**config.mk**
```make
export PLATFORM = sky130hd
export DESIGN_NAME = uart_tx_sched_flat
export DESIGN_NICKNAME = d
export VERILOG_FILES = /design/src/rtl/uart_tx_sched_if.sv /design/src/rtl/uart_tx_sched.sv /design/src/flat_wrapper.sv
export SDC_FILE = /design/constraint.sdc
export NUM_CORES = 1
export LEC_CHECK = 0
export BUFFER_PORTS_ARGS = -buffer_cell sky130_fd_sc_hd__buf_2
export CAP_MARGIN = 5
export CORE_MARGIN = 2
export CORE_UTILIZATION = 54
export CTS_CLUSTER_DIAMETER = 200
export CTS_CLUSTER_SIZE = 16
export DETAILED_ROUTE_END_ITERATION = 8
export GPL_ROUTABILITY_DRIVEN = 0
export MAX_ROUTING_LAYER = met4
export PLACE_DENSITY = 0.79
export SLEW_MARGIN = 20
export SYNTH_ARGS = -nofsm -noshare
export SYNTH_HDL_FRONTEND = slang
export SYNTH_SLANG_ARGS = --single-unit
```
**constraint.sdc**
```tcl
create_clock -name clk_i -period 2.2 [get_ports clk_i]
set_input_delay 0.44 -clock clk_i [delete_from_list [all_inputs] [get_ports clk_i]]
set_output_delay 0.44 -clock clk_i [all_outputs]
set_load 0.005 [all_outputs]
```
**src/rtl/uart_tx_sched_if.sv**
```systemverilog
// Handshake bundle between the two byte requesters, the scheduler and the UART TX engine.
// The master side is the sources plus the transmitter; the slave side is the scheduler.
interface uart_tx_sched_if;
    logic [7:0] req0_data;
    logic       req0_valid;
    logic       req0_ready;
    logic [7:0] req1_data;
    logic       req1_valid;
    logic       req1_ready;
    logic [7:0] tx_data;
    logic       tx_valid;
    logic       tx_ready;
    logic       tx_busy;
    logic [1:0] grant;
    logic       busy;

    modport master (
        output req0_data, req0_valid, req1_data, req1_valid, tx_ready, tx_busy,
        input  req0_ready, req1_ready, tx_data, tx_valid, grant, busy
    );

    modport slave (
        input  req0_data, req0_valid, req1_data, req1_valid, tx_ready, tx_busy,
        output req0_ready, req1_ready, tx_data, tx_valid, grant, busy
    );
endinterface

```
**src/rtl/uart_tx_sched.sv**
```systemverilog
// Round-robin scheduler sharing one UART TX engine between two single-entry byte requesters,
// with a post-frame idle gap counted in bit-rate enable ticks.
module uart_tx_sched #(
    parameter int unsigned GAP_TICKS = 2,
    parameter int unsigned CNT_W     = 8
) (
    input logic           clk_i,
    input logic           resetn_i,
    input logic           clk_en_i,
    uart_tx_sched_if.slave bus
);
    typedef enum logic [1:0] {StIdle, StSend, StWaitDone, StGap} state_e;

    localparam logic [CNT_W-1:0] GapLast = CNT_W'(GAP_TICKS - 1);

    state_e           state_q, state_d;
    logic             hold0_valid_q, hold0_valid_d;
    logic             hold1_valid_q, hold1_valid_d;
    logic [7:0]       hold0_data_q, hold0_data_d;
    logic [7:0]       hold1_data_q, hold1_data_d;
    logic [7:0]       tx_data_q, tx_data_d;
    logic [1:0]       grant_q, grant_d;
    logic             last_q, last_d;
    logic [CNT_W-1:0] cnt_q, cnt_d;
    logic             pick1;

    // last_q = 1 means port 1 owned the previous frame, so port 0 is preferred next.
    assign pick1 = hold1_valid_q & (~hold0_valid_q | ~last_q);

    always_comb begin
        state_d       = state_q;
        hold0_valid_d = hold0_valid_q;
        hold1_valid_d = hold1_valid_q;
        hold0_data_d  = hold0_data_q;
        hold1_data_d  = hold1_data_q;
        tx_data_d     = tx_data_q;
        grant_d       = grant_q;
        last_d        = last_q;
        cnt_d         = cnt_q;

        if (bus.req0_valid && !hold0_valid_q) begin
            hold0_valid_d = 1'b1;
            hold0_data_d  = bus.req0_data;
        end
        if (bus.req1_valid && !hold1_valid_q) begin
            hold1_valid_d = 1'b1;
            hold1_data_d  = bus.req1_data;
        end

        unique case (state_q)
            StIdle: begin
                if (hold0_valid_q || hold1_valid_q) begin
                    tx_data_d = pick1 ? hold1_data_q : hold0_data_q;
                    grant_d   = pick1 ? 2'b10 : 2'b01;
                    state_d   = StSend;
                end
            end
            StSend: begin
                // A full holding register has ready low, so no load can collide with this drain.
                if (bus.tx_ready) begin
                    if (grant_q[0]) begin
                        hold0_valid_d = 1'b0;
                    end else begin
                        hold1_valid_d = 1'b0;
                    end
                    last_d  = grant_q[1];
                    state_d = StWaitDone;
                end
            end
            StWaitDone: begin
                if (!bus.tx_busy) begin
                    grant_d = 2'b00;
                    cnt_d   = '0;
                    state_d = (GAP_TICKS == 0) ? StIdle : StGap;
                end
            end
            StGap: begin
                if (clk_en_i) begin
                    if (cnt_q == GapLast) begin
                        state_d = StIdle;
                    end else begin
                        cnt_d = cnt_q + 1'b1;
                    end
                end
            end
            default: state_d = StIdle;
        endcase
    end

    always_ff @(posedge clk_i) begin
        if (!resetn_i) begin
            state_q       <= StIdle;
            hold0_valid_q <= 1'b0;
            hold1_valid_q <= 1'b0;
            hold0_data_q  <= '0;
            hold1_data_q  <= '0;
            tx_data_q     <= '0;
            grant_q       <= 2'b00;
            last_q        <= 1'b1;
            cnt_q         <= '0;
        end else begin
            state_q       <= state_d;
            hold0_valid_q <= hold0_valid_d;
            hold1_valid_q <= hold1_valid_d;
            hold0_data_q  <= hold0_data_d;
            hold1_data_q  <= hold1_data_d;
            tx_data_q     <= tx_data_d;
            grant_q       <= grant_d;
            last_q        <= last_d;
            cnt_q         <= cnt_d;
        end
    end

    assign bus.req0_ready = ~hold0_valid_q;
    assign bus.req1_ready = ~hold1_valid_q;
    assign bus.tx_data    = tx_data_q;
    assign bus.tx_valid   = (state_q == StSend);
    assign bus.grant      = grant_q;
    assign bus.busy       = (state_q != StIdle);
endmodule

```
**src/flat_wrapper.sv**
```systemverilog
// flat-port wrapper written by rule: the top's interface ports become plain ports
module uart_tx_sched_flat 
#(
    parameter int unsigned GAP_TICKS = 2,
    parameter int unsigned CNT_W     = 8
)
  (clk_i, resetn_i, clk_en_i, bus_req0_data, bus_req0_valid, bus_req1_data, bus_req1_valid, bus_tx_ready, bus_tx_busy, bus_req0_ready, bus_req1_ready, bus_tx_data, bus_tx_valid, bus_grant, bus_busy);
  uart_tx_sched_if bus_i ();
  input logic clk_i;
  input logic resetn_i;
  input logic clk_en_i;
  input wire logic [$bits(bus_i.req0_data)-1:0] bus_req0_data;
  input wire logic [$bits(bus_i.req0_valid)-1:0] bus_req0_valid;
  input wire logic [$bits(bus_i.req1_data)-1:0] bus_req1_data;
  input wire logic [$bits(bus_i.req1_valid)-1:0] bus_req1_valid;
  input wire logic [$bits(bus_i.tx_ready)-1:0] bus_tx_ready;
  input wire logic [$bits(bus_i.tx_busy)-1:0] bus_tx_busy;
  output wire logic [$bits(bus_i.req0_ready)-1:0] bus_req0_ready;
  output wire logic [$bits(bus_i.req1_ready)-1:0] bus_req1_ready;
  output wire logic [$bits(bus_i.tx_data)-1:0] bus_tx_data;
  output wire logic [$bits(bus_i.tx_valid)-1:0] bus_tx_valid;
  output wire logic [$bits(bus_i.grant)-1:0] bus_grant;
  output wire logic [$bits(bus_i.busy)-1:0] bus_busy;
  assign bus_i.req0_data = bus_req0_data;
  assign bus_i.req0_valid = bus_req0_valid;
  assign bus_i.req1_data = bus_req1_data;
  assign bus_i.req1_valid = bus_req1_valid;
  assign bus_i.tx_ready = bus_tx_ready;
  assign bus_i.tx_busy = bus_tx_busy;
  assign bus_req0_ready = bus_i.req0_ready;
  assign bus_req1_ready = bus_i.req1_ready;
  assign bus_tx_data = bus_i.tx_data;
  assign bus_tx_valid = bus_i.tx_valid;
  assign bus_grant = bus_i.grant;
  assign bus_busy = bus_i.busy;
  uart_tx_sched #(.GAP_TICKS(GAP_TICKS), .CNT_W(CNT_W)) u_core (.clk_i(clk_i), .resetn_i(resetn_i), .clk_en_i(clk_en_i), .bus(bus_i));
endmodule
```
After elaboration in Yosys (flattened, before gate mapping)
Cells that the tools add are included.
- flip-flop bits (word level): 39
- logic and storage cells: 62
- $add $sub $neg: 1
- equality and inequality tests: 10
- muxes and demuxes: 23
- bitwise operators: 5
- reductions and logical operators: 14
- operators with widths (operator ; number):
    8-bit 2-to-1 mux ; 4
    2-bit 2-to-1 mux ; 8
    8-bit one-hot mux with 2 select lines ; 1
    8-bit by 1-bit adder with 8-bit output (second input constant) ; 1
    8-bit by 1-bit == test with 1-bit output (second input constant) ; 1
    1-bit 2-to-1 mux ; 8
    2-bit != test (second input constant) ; 4
    2-bit one-hot mux with 4 select lines ; 1
    2-bit nonzero test ; 3
    5-bit AND reduction ; 1
    2-bit == test (second input constant) ; 2
    2-bit by 1-bit != test with 1-bit output (second input constant) ; 2
    2-bit one-hot mux with 2 select lines ; 1
    2-bit AND reduction ; 2
    4-bit AND reduction ; 1
    1-bit inverter ; 3
    3-bit AND reduction ; 1
    2-bit by 1-bit == test with 1-bit output (second input constant) ; 1
    1-bit logical AND ; 2
    1-bit logical NOT ; 2
    2-bit logical NOT ; 1
    1-bit bitwise AND ; 1
    1-bit logical OR ; 1
    1-bit bitwise OR ; 1

Logic depth before layout (Yosys ltp)
Gate-level depths: netlist of the first run.
- depth after elaboration: 6
- depth in mapped cells: 7
- gate-level depth less buffers: 6

Least setup slack after synthesis of the first run
Ideal clock, no wire load.
- path type: register -> register
- start: register u_core.state_q[0]
- end: register u_core.cnt_q[2]
- library setup time: 117 ps
- arrival: 1627 ps
- required time: 2083 ps
- path slack: 455 ps
- cell stages (with the launch flop): 7
- path buffers: 0
- cell sequence: dfxtp_1 > inv_1 > ha_1 > and2_1 > nor3_2 > nand3_1 > a32o_1
- cells in the longest elaborated chain, start to end: 3
- elaborated cells on any way between the ends: 8
- classes of those cells: eq/ne: 5; mux: 1; reduce/logical: 2
- RTL lines (item ; line ; text):
    from (decl) ; uart_tx_sched.sv:16 ; state_e state_q, state_d;
    from (signal assigned) ; uart_tx_sched.sv:92 ; state_q <= StIdle;
    from (signal assigned) ; uart_tx_sched.sv:102 ; state_q <= state_d;
    2-bit == test ; uart_tx_sched.sv:50 ; unique case (state_q)
    2-bit != test (no source line) / 2-bit nonzero test (equally long branches) ; n/a ;
    4-bit AND reduction (no source line) ; n/a ;
    to (signal assigned) ; uart_tx_sched.sv:110 ; cnt_q <= cnt_d;
    to (decl) ; uart_tx_sched.sv:24 ; logic [CNT_W-1:0] cnt_q, cnt_d;
Parallel ways exist; a longest one is shown, timed or not.
A chain may end at the register's enable or synchronous reset.

Worst setup path in the final report of the first run
- start: register u_core.state_q[0]
- end: register u_core.state_q[0]
- cells in the longest elaborated chain, start to end: 3
- elaborated cells on any way between the ends: 11
- classes of those cells: eq/ne: 8; mux: 1; reduce/logical: 2
- RTL lines (item ; line):
    2-bit == test, or another cell as far along ; uart_tx_sched.sv:50
    2-bit by 1-bit != test with 1-bit output (no source line) / 2-bit != test (equally long branches) ; n/a
    5-bit AND reduction (no source line) ; n/a
Parallel ways exist; a longest one is shown, timed or not.

==> run_results.csv, run 1 <==
group,metric,value,unit
sta,slew_violations,0,
setup_path,cp_data_required_time,2.49,ns
clocking,ctsHoldBuffers,0,
sta,grt_setup_unrepaired,"false",
place,hpwl,2710,um
sta,whs,0.314,ns
yosys,syn_area,0.00183,sq mm
yosys,mappedNetlistNets,226,
setup_path,endpoint,"u_core.state_q[0]$_SDFFE_PN0P_",
yosys,ys_top_cells_by_area,"dfxtp_1, mux2i_1, nor2_1",
setup_path,reg2reg_from,"u_core.state_q[0]$_SDFFE_PN0P_",
clocking,worstSkewPairLatency,0.35,ns
route,wirelength,3640,um
setup_path,endpoint_kind,"register",
place,port_buffers,36,
floorplanning,core-area,0.00328,sq mm
sta,setup_tns,0,ns
yosys,synth.avg_cell_area,9.33,sq um
sta,final-hold-violation-count,0,
clocking,cts_tree,"built",
yosys,ys_async_sr_fraction,0,%
sta,finalCritPeriodShare,86.1,%
finish,diodes,0,
setup_path,crit_fanout,6,
floorplanning,initial_core_util,55.7,%
power,ir_worst_vdd,0.548,mV
yosys,synth_seq_cells,39,
yosys,yosysSeqAreaShare,42.7,%
route,drc_errors,0,
clocking,clkTransAtPathRegs,0.13,ns
global_routing,grt_max_degree,17,
clocking,cts_root_buf,"clkbuf_4",
yosys,synth_edf_count,0,
clocking,cts_buffers,5,
setup_path,critPathLaunchType,"register",
clocking,post_cts_buffers,0,
route,via_per_inst,5.23,
setup_path,worstSetupStartpoint,"u_core.state_q[0]$_SDFFE_PN0P_",
setup_path,criticalPathCategory,"reg2reg",
setup_path,critPathArrivalTime,2.19,ns
clocking,clock_path_buffers,2,
power,power_density,942,mW/mm^2
setup_path,reg2regPathDepth,6,
finish,finish.utilization,65.1,%
clocking,htree_levels,2,
sta,finalSetupViolations,0,
clocking,cts.repair.resized,0,
power,p_leak,0.000923,uW
route,avgRoutedWirePerCell,12.8,um
global_routing,grt_pass1_wl,6390,um
yosys,netlist_top_cells_count,"dfxtp_1, nor2_1, mux2i_1",
route,vias,1485,
global_routing,grtUsageTotal,21.1,%
yosys,yosys.area.top_type,"dfxtp_1",
sta,period_needed,1.89,ns
route,firstDrtPassIters,4,
setup_path,timing.rr.end,"u_core.state_q[0]$_SDFFE_PN0P_",
yosys,synth_cell_types,35,
finish,fillers,291,
route,ant_nets,0,
floorplanning,die_w,62.2,um
global_routing,antenna_found_initial,0,
worst_hold_path,holdCritStartpoint,"bus_req0_data[6]",
floorplanning,rows,21,
yosys,ys.flop_type,"dfxtp_1",
floorplanning,num_io_pins,37,
sta,fmax,528,MHz
yosys,yosysWarnings,0,
run,maxCapViolCount,0,
clocking,cts_sinks,39,
route,drt_iter0_markers,64,
yosys,synth_cells,196,
finish,layout.nets,267,
floorplanning,die_h,62.2,um
worst_hold_path,hp-class,"in2reg",
setup_path,ff2ff_setup_slack,0.31,ns
sta,clock_skew,0.0149,ns
finish,area_growth,17.0,%
floorplanning,die_area,0.00387,sq mm
yosys,synth_top_area_share,42.7,%
sta,worst_pin_slew,0.517,ns
sta,relSlewSlack,65.5,%
status,outcome,"complete, no violations",
global_routing,overflow,0,
global_routing,grt_pass1_vias,1421,
finish,drive_gt1_share,23.9,%
yosys,yosysMostFrequentCell,"dfxtp_1",
per-layer routing:
metal	up-vias	global-route usage [%]	wire length (um)
met3	2	5.62	142
li1	777	-	-
met5	-	-	0
met1	680	24.3	1720
met4	0	6.67	22
met2	26	35.9	1760
worst min-delay path by stage:
stage / cells past startpoint / endpoint / slack [ns]
floorplan: 2 / u_core.last_q$_SDFFE_PN1P_ / 0.44
global placement: 2 / u_core.last_q$_SDFFE_PN1P_ / 0.45
detailed placement: 2 / u_core.last_q$_SDFFE_PN1P_ / 0.47
CTS: 3 / u_core.hold1_data_q[6]$_SDFFE_PN0P_ / 0.30
global route: 3 / u_core.hold0_data_q[6]$_SDFFE_PN0P_ / 0.31
finish: 3 / u_core.hold0_data_q[6]$_SDFFE_PN0P_ / 0.31
kinds of logic after synthesis:
logic type	Yosys count	synth area share, %
AO/OA/AOI/OAI	28	11.5
AND/OR/NAND/NOR	76	21.4
flip-flops	39	42.7
multiplexers	29	15.9
buffers and inverters	17	3.70
adder cells (fa/ha/maj)	7	4.79
cell type report:
type / instances / area [sq um] / area share (%)
clock buffer: 5 / 37.5 / 1.76
clock inverter: 3 / 20.0 / 0.936
inverter: 8 / 30.0 / 1.40
multi-input combinational: 140 / 980 / 45.8
sequential: 39 / 781 / 36.5
tap: 46 / 57.6 / 2.69
timing repair buffer: 43 / 233 / 10.9
worst max-delay path, cell delays in order, from the launching register on:
cell	delay (ns)
dfxtp_1	0.40
inv_1	0.10
ha_1	0.27
and2_1	0.21
or4_1	0.50
a21oi_2	0.17
mux2i_1	0.19
cells in the final DEF (no fill, tap or decap), types with 2 or more instances in the layout:
cell type	count
a211oi_1	8
a21oi_2	2
a32o_1	4
buf_2	36
buf_4	7
clkbuf_4	5
clkinvlp_4	2
dfxtp_1	39
ha_1	7
inv_1	8
mux2i_1	29
nand2_1	13
nand3_1	8
nand4b_1	2
nor2_1	30
nor2b_1	5
nor3_1	5
nor3b_1	2
nor4_1	2
o21a_1	2
o21ai_0	4
o22ai_1	2
state kept, by name (all words and copies together) (netlist names):
name and count:
u_core.bus.grant 2, u_core.cnt_q 8, u_core.hold0_valid_q 1, u_core.hold1_valid_q 1, u_core.last_q 1, u_core.bus.tx_data 8
u_core.hold1_data_q 8, u_core.hold0_data_q 8, u_core.state_q 2
metrics by stage:
step                      total power (uW)  cell area [sq um]  worst slack (ns)  cells
final                                 2010               2140             0.305    284
after detailed placement              1660               2080             0.327    276
after floorplan                       1410               1830             0.455    196
after global placement                1640               2080             0.381    276
after CTS                             2030               2140             0.297    284
after global routing                  2160               2140             0.118    284
where the power goes:
group	switching (uW)	internal, uW	total, uW	leakage (uW)
Clock	243	122	365	0.0000272
Combinational	400	351	751	0.000576
Sequential	77.8	820	897	0.000320
No activity file was read; power rests on OpenSTA's default activity.
==> run 2, diff against run 1 <==
--- a/config.mk
+++ b/config.mk
@@ -14,7 +14,7 @@
 export DETAILED_ROUTE_END_ITERATION = 8
 export GPL_ROUTABILITY_DRIVEN = 0
 export MAX_ROUTING_LAYER = met4
-export PLACE_DENSITY = 0.79
+export PLACE_DENSITY_LB_ADDON = 0.12
 export SLEW_MARGIN = 20
 export SYNTH_ARGS = -nofsm -noshare
 export SYNTH_HDL_FRONTEND = slang
==> run_results.csv, run 2 (synthesis gave the netlist of run 1 again) <==
group,metric,value,unit
floorplanning,die_h,62.2,um
clocking,clkTransAtPathRegs,0.12,ns
finish,multi_input_area,980,sq um
global_routing,antenna_found_initial,0,
floorplanning,initial_core_util,55.7,%
sta,finalCritPeriodShare,88.7,%
clocking,post_cts_buffers,0,
run,maxCapViolCount,0,
sta,final-hold-violation-count,0,
sta,setup_tns,0,ns
sta,grt_setup_unrepaired,"false",
clocking,cts_tree,"built",
global_routing,grt_pass1_wl,6860,um
place,postPlaceCellArea,0.00208,sq mm
route,firstDrtPassIters,4,
finish,drive_gt1_share,23.1,%
clocking,clock_path_buffers,2,
finish,fillers,293,
sta,relSlewSlack,73.4,%
global_routing,overflow,0,
global_routing,grtUsageTotal,22.7,%
worst_hold_path,hp-class,"in2reg",
sta,clock_skew,0.0177,ns
setup_path,critPathSlowestCell,"or4_1",
finish,final_common_cell,"dfxtp_1",
clocking,cts_buffers,5,
setup_path,crit_family,"simple AND/OR/NAND/NOR gates",
sta,slew_violations,0,
power,ir_worst_vdd,0.473,mV
route,drt_iter0_markers,92,
setup_path,ff2ff_setup_slack,0.25,ns
setup_path,crit_buf_inv,1,
setup_path,endpoint_kind,"register",
setup_path,criticalPathCategory,"reg2reg",
finish,layout_common_cells,"dfxtp_1, buf_2, nor2_1, mux2i_1, nand2_1",
route,avgRoutedWirePerCell,13.7,um
route,wirelength,3890,um
sta,period_needed,1.95,ns
sta,finalSetupViolations,0,
finish,layout.nets,267,
clocking,ctsHoldBuffers,0,
floorplanning,rows,21,
finish,layout.area.seq,781,sq um
global_routing,grt_max_degree,29,
setup_path,critPathLaunchType,"register",
setup_path,critPathArrivalTime,2.24,ns
route,drc_errors,0,
setup_path,cp_data_required_time,2.49,ns
floorplanning,core-area,0.00328,sq mm
floorplanning,num_io_pins,37,
clocking,worstSkewPairLatency,0.35,ns
power,power_density,943,mW/mm^2
global_routing,grt_pass1_vias,1526,
finish,diodes,0,
setup_path,worst_path_largest_cell_delay,0.50,ns
route,vias,1529,
clocking,htree_levels,2,
finish,area_growth,16.6,%
clocking,cts_sinks,39,
clocking,cts.repair.resized,0,
sta,fmax,512,MHz
sta,worst_pin_slew,0.396,ns
place,hpwl,2870,um
route,ant_nets,0,
power,p_leak,0.000925,uW
place,port_buffers,36,
clocking,cts_root_buf,"clkbuf_4",
status,outcome,"complete, no violations",
finish,final_cell_area,0.00213,sq mm
floorplanning,die_area,0.00387,sq mm
route,via_per_inst,5.38,
setup_path,crit_fanout,6,
setup_path,path_cells,"inv_1, ha_1, and2_1, or4_1, a21oi_2, mux2i_1",
floorplanning,die_w,62.2,um
run 2: worst paths after layout:
check | startpoint | to | depth (start not counted)
max reg2reg | u_core.state_q[0]$_SDFFE_PN0P_ | u_core.state_q[0]$_SDFFE_PN0P_ | 6
min | bus_req0_data[5] | u_core.hold0_data_q[5]$_SDFFE_PN0P_ | 3
max | u_core.state_q[0]$_SDFFE_PN0P_ | u_core.state_q[0]$_SDFFE_PN0P_ | 6
min reg2reg | u_core.last_q$_SDFFE_PN1P_ | u_core.last_q$_SDFFE_PN1P_ | 2
run 2: area by class of cell:
class,instances,share of cell area [%]
multi-input combinational,140,46.0
sequential,39,36.6
timing repair buffer,43,10.9
tap,46,2.70
clock buffer,7,2.11
inverter,8,1.41
clock inverter,1,0.235
run 2: layer usage:
metal | up-vias | track usage [%] | share of wire (%)
met5 | - | - | 0
met4 | 0 | 9.72 | 1.4
met3 | 7 | 6.16 | 3.9
met2 | 31 | 38.0 | 51
met1 | 719 | 25.5 | 44
li1 | 772 | - | -
run 2: stage by stage:
| stage | setup WS, ns | power (uW) | hold slack [ns] | cells | utilization [%] |
|---|---|---|---|---|---|
| after floorplan | 0.455 | 1410 | 0.435 | 196 | - |
| after global placement | 0.400 | 1640 | 0.458 | 276 | 63.4 |
| after detailed placement | 0.269 | 1670 | 0.466 | 276 | 63.4 |
| after CTS | 0.235 | 2030 | 0.300 | 284 | 64.9 |
| after global routing | 0.0954 | 2170 | 0.298 | 284 | 64.9 |
| final | 0.248 | 2010 | 0.310 | 284 | 64.9 |
run 2: power breakdown:
group          switching [uW]  internal (uW)
Combinational             411            349
Sequential               78.0            820
Clock                     227            125
Total                     716           1290
run 2: worst register-to-register path: stages, from the launching register on:
cell and delay (ns):
dfxtp_1 0.42, inv_1 0.11, ha_1 0.28, and2_1 0.22, or4_1 0.50, a21oi_2 0.17
mux2i_1 0.20
==> run 3, diff against run 2 <==
--- a/config.mk
+++ b/config.mk
@@ -8,13 +8,14 @@
 export BUFFER_PORTS_ARGS = -buffer_cell sky130_fd_sc_hd__buf_2
 export CAP_MARGIN = 5
 export CORE_MARGIN = 2
-export CORE_UTILIZATION = 54
+export CORE_UTILIZATION = 58
 export CTS_CLUSTER_DIAMETER = 200
 export CTS_CLUSTER_SIZE = 16
 export DETAILED_ROUTE_END_ITERATION = 8
 export GPL_ROUTABILITY_DRIVEN = 0
 export MAX_ROUTING_LAYER = met4
 export PLACE_DENSITY_LB_ADDON = 0.12
+export REMOVE_ABC_BUFFERS = 1
 export SLEW_MARGIN = 20
 export SYNTH_ARGS = -nofsm -noshare
 export SYNTH_HDL_FRONTEND = slang
==> constraint.sdc (replaced) <==
create_clock -name clk_i -period 2.5 [get_ports clk_i]
set_input_delay 0.5 -clock clk_i [delete_from_list [all_inputs] [get_ports clk_i]]
set_output_delay 0.5 -clock clk_i [all_outputs]
set_load 0.005 [all_outputs]
==> run_results.csv, run 3 (synthesis gave the netlist of run 1 again) <==
group,metric,value,unit
status,outcome,"complete, no violations",
sta,final-hold-violation-count,0,
clocking,ctsHoldBuffers,0,
global_routing,antenna_found_initial,0,
route,drt_iter0_markers,52,
place,port_buffers,36,
setup_path,critPathLaunchType,"register",
finish,drive_gt1_share,23.3,%
global_routing,overflow,0,
clocking,cts_root_buf,"clkbuf_4",
power,p_leak,0.000933,uW
finish,fin_cells,280,
sta,setup_tns,0,ns
global_routing,grt_pass1_wl,6250,um
route,firstDrtPassIters,4,
sta,relSlewSlack,58.6,%
setup_path,worst_path_largest_cell_delay,0.55,ns
clocking,worstSkewPairLatency,0.34,ns
floorplanning,die_h,60.1,um
sta,fmax,481,MHz
place,hpwl,2710,um
global_routing,grt_pass1_vias,1499,
finish,fillers,240,
power,power_density,874,mW/mm^2
sta,finalSetupViolations,0,
setup_path,cp_data_required_time,2.75,ns
sta,slew_violations,0,
route,drc_errors,0,
global_routing,grtUsageTotal,23.9,%
floorplanning,core-area,0.00303,sq mm
setup_path,crit_fanout,10,
route,ant_nets,0,
finish,area_growth,17.6,%
setup_path,critPathSlowestCell,"nor3_2",
route,vias,1556,
sta,fin_ws,0.423,ns
finish,diodes,0,
sta,period_needed,2.08,ns
finish,final_cell_area,0.00215,sq mm
worst_hold_path,hp-class,"in2reg",
setup_path,endpoint_kind,"register",
sta,grt_setup_unrepaired,"false",
clocking,clkTransAtPathRegs,0.11,ns
place,postPlaceCellArea,0.00206,sq mm
run,maxCapViolCount,0,
floorplanning,die_w,60.1,um
floorplanning,num_io_pins,37,
route,via_per_inst,5.56,
finish,layout.nets,265,
setup_path,critPathArrivalTime,2.32,ns
finish,final_common_cell,"dfxtp_1",
route,avgRoutedWirePerCell,13.2,um
setup_path,path_cells,"inv_1, ha_1, and2_1, nor3_2, nand3_1, a32o_1",
clocking,htree_levels,2,
sta,clock_skew,0.00441,ns
route,wirelength,3690,um
sta,finalCritPeriodShare,83.1,%
clocking,cts_sinks,39,
clocking,cts_buffers,5,
place,dp.cells,272,
floorplanning,initial_core_util,60.4,%
finish,layout_common_cells,"dfxtp_1, buf_2, nor2_1, mux2i_1, nand2_1",
sta,whs,0.383,ns
setup_path,criticalPathCategory,"reg2reg",
clocking,post_cts_buffers,0,
floorplanning,die_area,0.00362,sq mm
sta,worst_pin_slew,0.617,ns
global_routing,grt_max_degree,28,
floorplanning,rows,20,
clocking,clock_path_buffers,2,
place,pre_cts_ws,0.454,ns
power,ir_worst_vdd,0.640,mV
clocking,cts_tree,"built",
clocking,cts.repair.resized,0,
## run 3: cell types whose count changed in the layout (fill, tap and decap cells not counted), sizes merged
cell | before | now
bufinv | 0 | 1
clkbuf | 7 | 6
buf | 43 | 41
## run 3: final cells by class
type                       instances  area (sq um)  area share (%)
multi-input combinational        140           980            45.6
timing repair buffer              41           218            10.1
clock buffer                       6          51.3            2.39
tap                               44          55.1            2.56
clock inverter                     2          35.0            1.63
inverter                           8          30.0            1.40
sequential                        39           781            36.3
## run 3: metrics by stage
step / total power, uW / utilization (%)
floorplan: 1230 / -
finish: 1880 / 71.0
global placement: 1420 / 68.1
global route: 2010 / 71.0
CTS: 1900 / 71.0
detailed placement: 1450 / 68.1
## run 3: critical path, delay by kind of cell, from the launching register on
family	cells	cell delay, ns
flops	1	0.40
buf+inv	1	0.10
simple gates	3	0.91
fa+ha+maj	1	0.26
compound gates	1	0.30
## run 3: report_power, final
group	internal, uW	leakage, uW	switching (uW)
logic	295	0.000565	353
registers	721	0.000320	67.4
clock network	236	0.0000482	207
total	1250	0.000933	627
## run 3: final timing paths
path / slack [ns] / depth (start not counted) / to / from
min reg2reg: 0.48 / 2 / u_core.last_q$_SDFFE_PN1P_ / u_core.last_q$_SDFFE_PN1P_
max: 0.42 / 6 / u_core.cnt_q[4]$_SDFFE_PN0P_ / u_core.state_q[0]$_SDFFE_PN0P_
min: 0.38 / 2 / u_core.hold0_valid_q$_SDFF_PN0_ / bus_tx_ready
max reg2reg: 0.42 / 6 / u_core.cnt_q[4]$_SDFFE_PN0P_ / u_core.state_q[0]$_SDFFE_PN0P_
## run 3: metal layers
layer,wire length [um],up-vias,share of wire (%),GRT usage [%]
met5,0,-,0,-
met4,44,0,1.2,9.21
met3,163,9,4.4,7.14
met2,1840,47,50,39.4
met1,1640,729,44,27.2
li1,-,771,-,-
